`config.mk`:
```
export PLATFORM = sky130hd
export DESIGN_NAME = regfile_dump
export DESIGN_NICKNAME = d
export VERILOG_FILES = /design/src/rtl/regfile_dump.sv
export SDC_FILE = /design/constraint.sdc
export NUM_CORES = 1
export LEC_CHECK = 0
export ABC_AREA = 1
export BUFFER_PORTS_ARGS = -buffer_cell sky130_fd_sc_hd__buf_2
export CELL_PAD_IN_SITES_DETAIL_PLACEMENT = 0
export CELL_PAD_IN_SITES_GLOBAL_PLACEMENT = 1
export CORE_MARGIN = 5
export CORE_UTILIZATION = 34
export DETAILED_ROUTE_END_ITERATION = 8
export PLACE_DENSITY_LB_ADDON = 0.1
export REMOVE_ABC_BUFFERS = 1
export SYNTH_ARGS = -nofsm -noshare
export SYNTH_HDL_FRONTEND = slang
export SYNTH_SLANG_ARGS = --single-unit
```
`constraint.sdc`:
```
create_clock -name clk -period 2.1 [get_ports clk]
set_clock_uncertainty 0.2 [all_clocks]
set_input_delay 0.63 -clock clk [delete_from_list [all_inputs] [get_ports clk]]
set_output_delay 0.63 -clock clk [all_outputs]
set_load 0.05 [all_outputs]
```
`src/rtl/regfile_dump.sv`:
```
// regfile_dump: sequential read-out engine for the register file.
//
// On start (sampled in IDLE) the core is halted, the register file read
// port is walked from index 0 to NUM_REGS-1, and each value is streamed
// out on a valid/ready channel. Each register takes a FETCH cycle, which
// captures the combinational read data, followed by a SEND cycle, which
// holds the beat until it is accepted.
//
// Optional feature macro: REGDUMP_CHECKSUM_EN
//   defined   - one extra beat (CSUM) carries the XOR of all dumped values.
//               That beat has out_csum=1, out_last=1 and out_index=0.
//   undefined - no accumulator and no CSUM state. out_csum is tied 0 and
//               out_last marks the final data beat.
//
// Ports:
//   clk, rst        clock; asynchronous active-low reset
//   start           dump request (sampled only in IDLE)
//   rd_data         combinational register file data for rd_addr
//   rd_addr         register index presented to the register file
//   halt_req        core stall request (registered; high outside IDLE)
//   out_valid/out_ready/out_data/out_index/out_last/out_csum  beat channel
//   done            one-cycle pulse after the final beat is accepted
module regfile_dump #(
  parameter int NUM_REGS = 32,
  parameter int ADDR_W   = 5,
  parameter int DATA_W   = 32
) (
  input  logic              clk,
  input  logic              rst,
  input  logic              start,
  input  logic [DATA_W-1:0] rd_data,
  input  logic              out_ready,
  output logic [ADDR_W-1:0] rd_addr,
  output logic              halt_req,
  output logic              out_valid,
  output logic [DATA_W-1:0] out_data,
  output logic [ADDR_W-1:0] out_index,
  output logic              out_last,
  output logic              out_csum,
  output logic              done
);

`ifdef REGDUMP_CHECKSUM_EN
  typedef enum logic [2:0] {IDLE, FETCH, SEND, CSUM, DONE} state_t;
`else
  typedef enum logic [2:0] {IDLE, FETCH, SEND, DONE} state_t;
`endif

  localparam logic [ADDR_W-1:0] LAST_IDX = ADDR_W'(NUM_REGS - 1);

  state_t            state, nxt;
  logic [ADDR_W-1:0] index;
  logic              accept;
`ifdef REGDUMP_CHECKSUM_EN
  logic [DATA_W-1:0] acc;
`endif

  assign accept = out_valid & out_ready;

  // next state
  always_comb begin
    nxt = state;
    case (state)
      IDLE:    if (start) nxt = FETCH;
      FETCH:   nxt = SEND;
      SEND: begin
        if (out_ready) begin
          if (index != LAST_IDX) nxt = FETCH;
`ifdef REGDUMP_CHECKSUM_EN
          else                   nxt = CSUM;
`else
          else                   nxt = DONE;
`endif
        end
      end
`ifdef REGDUMP_CHECKSUM_EN
      CSUM:    if (out_ready) nxt = DONE;
`endif
      DONE:    nxt = IDLE;
      default: nxt = IDLE;
    endcase
  end

  // outputs decoded from state; all are 0 in IDLE and while in reset
  always_comb begin
    rd_addr   = index;
    out_valid = 1'b0;
    out_last  = 1'b0;
    out_csum  = 1'b0;
    done      = 1'b0;
    case (state)
      SEND: begin
        out_valid = 1'b1;
`ifndef REGDUMP_CHECKSUM_EN
        out_last  = (index == LAST_IDX);
`endif
      end
`ifdef REGDUMP_CHECKSUM_EN
      CSUM: begin
        out_valid = 1'b1;
        out_last  = 1'b1;
        out_csum  = 1'b1;
      end
`endif
      DONE:    done = 1'b1;
      default: ;
    endcase
  end

  always_ff @(posedge clk or negedge rst) begin
    if (!rst) begin
      state     <= IDLE;
      index     <= '0;
      halt_req  <= 1'b0;
      out_data  <= '0;
      out_index <= '0;
`ifdef REGDUMP_CHECKSUM_EN
      acc       <= '0;
`endif
    end else begin
      state    <= nxt;
      // registered from next state: rises the cycle after start is taken,
      // stays up through DONE
      halt_req <= (nxt != IDLE);
      case (state)
        IDLE: begin
          index <= '0;
`ifdef REGDUMP_CHECKSUM_EN
          if (start) acc <= '0;
`endif
        end
        FETCH: begin
          out_data  <= rd_data;
          out_index <= index;
`ifdef REGDUMP_CHECKSUM_EN
          acc       <= acc ^ rd_data;
`endif
        end
        SEND: begin
          if (accept) begin
            if (index != LAST_IDX) begin
              index <= index + 1'b1;
            end else begin
`ifdef REGDUMP_CHECKSUM_EN
              // payload registers are reused for the checksum beat
              out_data  <= acc;
              out_index <= '0;
`endif
            end
          end
        end
        DONE:    index <= '0;
        default: ;
      endcase
    end
  end

endmodule

```
==> summary.md <==
| Metric | Value |
|---|---|
| Tcrit/Tclk final | 107.0% |
| HPWL Detailed | 3.557 mm |
| Initial antenna violation count | 0 |
| Critical Path Start | rd_addr[1] |
| Ranking of synthesized cells by area | dfrtp_1 (59%), nand2_1 (19%), nand3_1 (9.9%) |
| Die Ht | 86.06 um |
| Post-synth top area cell | dfrtp_1 |
| Violated checks | negative setup slack |
| Worst setup margin | -0.1471 ns |
| Drt total wl | 5.000 mm |
| Crit path max fanout | 2 |
| Area Overhead vs Synth | 31.30% |
| Mapped Cells | 227 |
| Status | complete, but fails checks |
| Gpl congestion | 0.7528 |
| Switching portion of total power | 48.07% |
| Non-filler cells, final | roughly 390 |
| Commonest non-fill, non-tap cells in the layout | nand2_1 (99), buf_2 (79), dfrtp_1 (46) |
| Antenna diode count | 0 |
| Root buf cell | clkbuf_8 |
| Max-cap violation count | 0 |
| Seq/Total Area, Yosys | a little under 60% |
| First-pass GRT wire length | a little over 8 mm |
| Tmin final | 2.247 ns |
| Fillcell total | ~610 |
| Met3 Usage GRT | 3.458% |
| Initial Util | 35.29% |
| Most Used Layer, Global Route | met2 |
| Commonest non-fill, non-tap cell in the layout | nand2_1 |
| Max-slew violation count | 0 |
| Met2 Use GR | between 20% and 30% |
| RSZ-0062 raised after global routing | true |
| Die width | roughly 86 um |
| Part of the power in the clock network | about 16% |
| Core area | 0.005574 mm2 |
| CP Launch Type | flop |
| I/O pin cnt | 83 |
| Post-DP Area | approximately 0.0025 mm2 |
| Crit path kind | flop to output pin |
| Final Hold Fails | 0 |
| Nets | 353 |
| Sequential share of power | a little under two fifths |
| Sequence of cells on the critical path | ha_2 -> nand2_1 -> nor2_1 -> ha_1 -> inv_1 -> nor2_2 -> buf_6 |
| Slowest cell on crit path | dfrtp_1 |
| Worst reg-to-reg setup slack | approximately 0.36 ns |
| P_sw | 1.619 mW |
| Setup violators final | 1 |
| Crit end category | output pin |
| Post-synthesis cell area | 0.001967 mm2 |
| Antenna Nets Post-Route | 0 |
| DRT iter0 DRCs | 94 |
| Vias | 1737 |
| Seq. cell area | approximately 0.0012 mm2 |
| Yosys cell types | 17 |
| Leakage | 1.518 nW |
| Max Root-Sink Buffers | 2 |
| Vias in the first global route | 1689 |
| Combinational share of power | between 40% and 50% |
| Share of layout cells above drive strength 1 | between 30% and 40% |
| Largest net degree at the start of global routing | 47 |
| Synthesized flop and latch total | 46 |
| CTS tree | done |
| Worst Hold Class | input pin to async pin |
| CP Capture Point | out_last |
| Worst skew pair latency | approximately 0.29 ns |
| H-tree depth | 2 |
| Placed Instances | 378 |
| CP required | 1.27 ns |
| Syn Area/Cell | between 8 and 9 um2 |
| Post-route DRC | 0 |
| Floorplan row count | 27 |
| RR Startpoint | rd_addr[1] |
| Via/cell ratio | 4.477 |
| Internal | 1.749 mW |
| Reg clk slew, reported paths | around 0.080 ns |
| Met1 Use GR | 18.08% |
| Drt pass-1 iters | 4 |
| Number of port buffers | 81 |
| Die area | 0.007406 mm2 |
| Synth warn | 0 |
| Crit path DAT | 1.42 ns |
| Global route total overflow | 0 |
| CTS Hold Buffers Added | 0 |
| Post-synth top area share | 58.52% |
| Area of the multi-input gates | 691.9 um2 |
| Max Clock Freq | 0.4450 GHz |
| # clock sinks | 46 |
| Power per cell area | between 1000 and 1500 mW/mm2 |
| Slowest cell delay on critical path | between 0.3 and 0.4 ns |
| Maximum VDD drop | ~0.56 mV |
| TritonCTS buffer count | 5 |
| Worst Reg-to-Reg Cells | 11 |
| End of the worst register-to-register path | rd_addr[0] |
| WL per Instance | 12.89 um |
| GRT Util Overall | 13.90% |
| Post-route cell area | ~0.0026 mm2 |
## cell type report
class,instances,share of cell area [%]
sequential,46,44.57
timing repair buffer,93,20.16
clock inverter,1,0.1938
multi-input combinational,159,26.79
tap,72,3.488
inverter,10,1.453
clock buffer,7,3.343
## synth_stat cells, drive strengths merged
cell   instances
conb           1
dfrtp         46
nor2          10
o21ai          2
nand3         40
xnor2          1
buf           13
ha             2
nand4          2
inv           10
nand2        100
## power groups by stage
| stage | Sequential, mW | Clock, mW | Combinational, mW |
|---|---|---|---|
| after global placement | 1.26 | 0 | 1.57 |
| after detailed placement | 1.26 | 0 | 1.58 |
| final | 1.24 | 0.552 | 1.57 |
| after CTS | 1.24 | 0.579 | 1.60 |
| after global routing | 1.28 | 0.613 | 1.69 |
| after floorplan | 2.13 | 0 | 0.258 |
## worst min path at each step
stage                 start            to  slack, ns  depth (start not counted)
2_1_floorplan           rst      halt_req       0.13                          0
3_3_place_gp   out_data[28]  out_data[28]       0.25                          2
3_5_place_dp   out_data[30]  out_data[30]       0.25                          2
4_1_cts                 rst  out_data[25]       0.11                          2
5_1_grt                 rst  out_data[10]       0.12                          2
6_report                rst  out_data[25]       0.10                          2
## sequential cells by signal (all words and copies together) (netlist names)
register and cells:
out_data 32, out_index 5, rd_addr 5, state 3, halt_req 1
## metal layers
metal	routed length (um)	vias to the layer above
li1	-	888
met1	2258	800
met2	2412	45
met3	289	4
met4	39	0
met5	0	-
## timing repair
item,4_1_cts,5_1_grt
gates resized for setup,5,2
setup buffers,2,0
pin swaps,2,0
setup endpoints to repair,2,2
## metrics by stage
| stage | worst slack [ns] | power (mW) | TNS, ns | util, % | hold slack, ns |
|---|---|---|---|---|---|
| 2_1_floorplan | -0.6792 | 2.388 | -17.63 | - | 0.1344 |
| 3_3_place_gp | 0.02828 | 2.834 | 0 | 44.11 | 0.2504 |
| 3_5_place_dp | 0.04116 | 2.838 | 0 | 44.11 | 0.2540 |
| 4_1_cts | -0.1842 | 3.420 | -0.1842 | 46.26 | 0.1077 |
| 5_1_grt | -0.2804 | 3.579 | -0.2804 | 46.33 | 0.1170 |
| 6_report | -0.1471 | 3.368 | -0.1471 | 46.33 | 0.1018 |
## cell families after synthesis
kind of cell | count (synthesis) | synth area share [%]
simple gates | 152 | 32.32
buf+inv | 23 | 6.743
xor+xnor | 1 | 0.4454
other cells | 1 | 0.1907
fa+ha+maj | 2 | 1.272
compound gates | 2 | 0.5084
flops | 46 | 58.52
## worst max-delay path, delay by kind of cell, from the launching register on
kind	cells	cell delay, ns
buffers and inverters	2	0.21
flip-flops	1	0.36
AND/OR/NAND/NOR	3	0.23
adder cells (fa/ha/maj)	2	0.32
No activity file was read; power rests on OpenSTA's default activity.
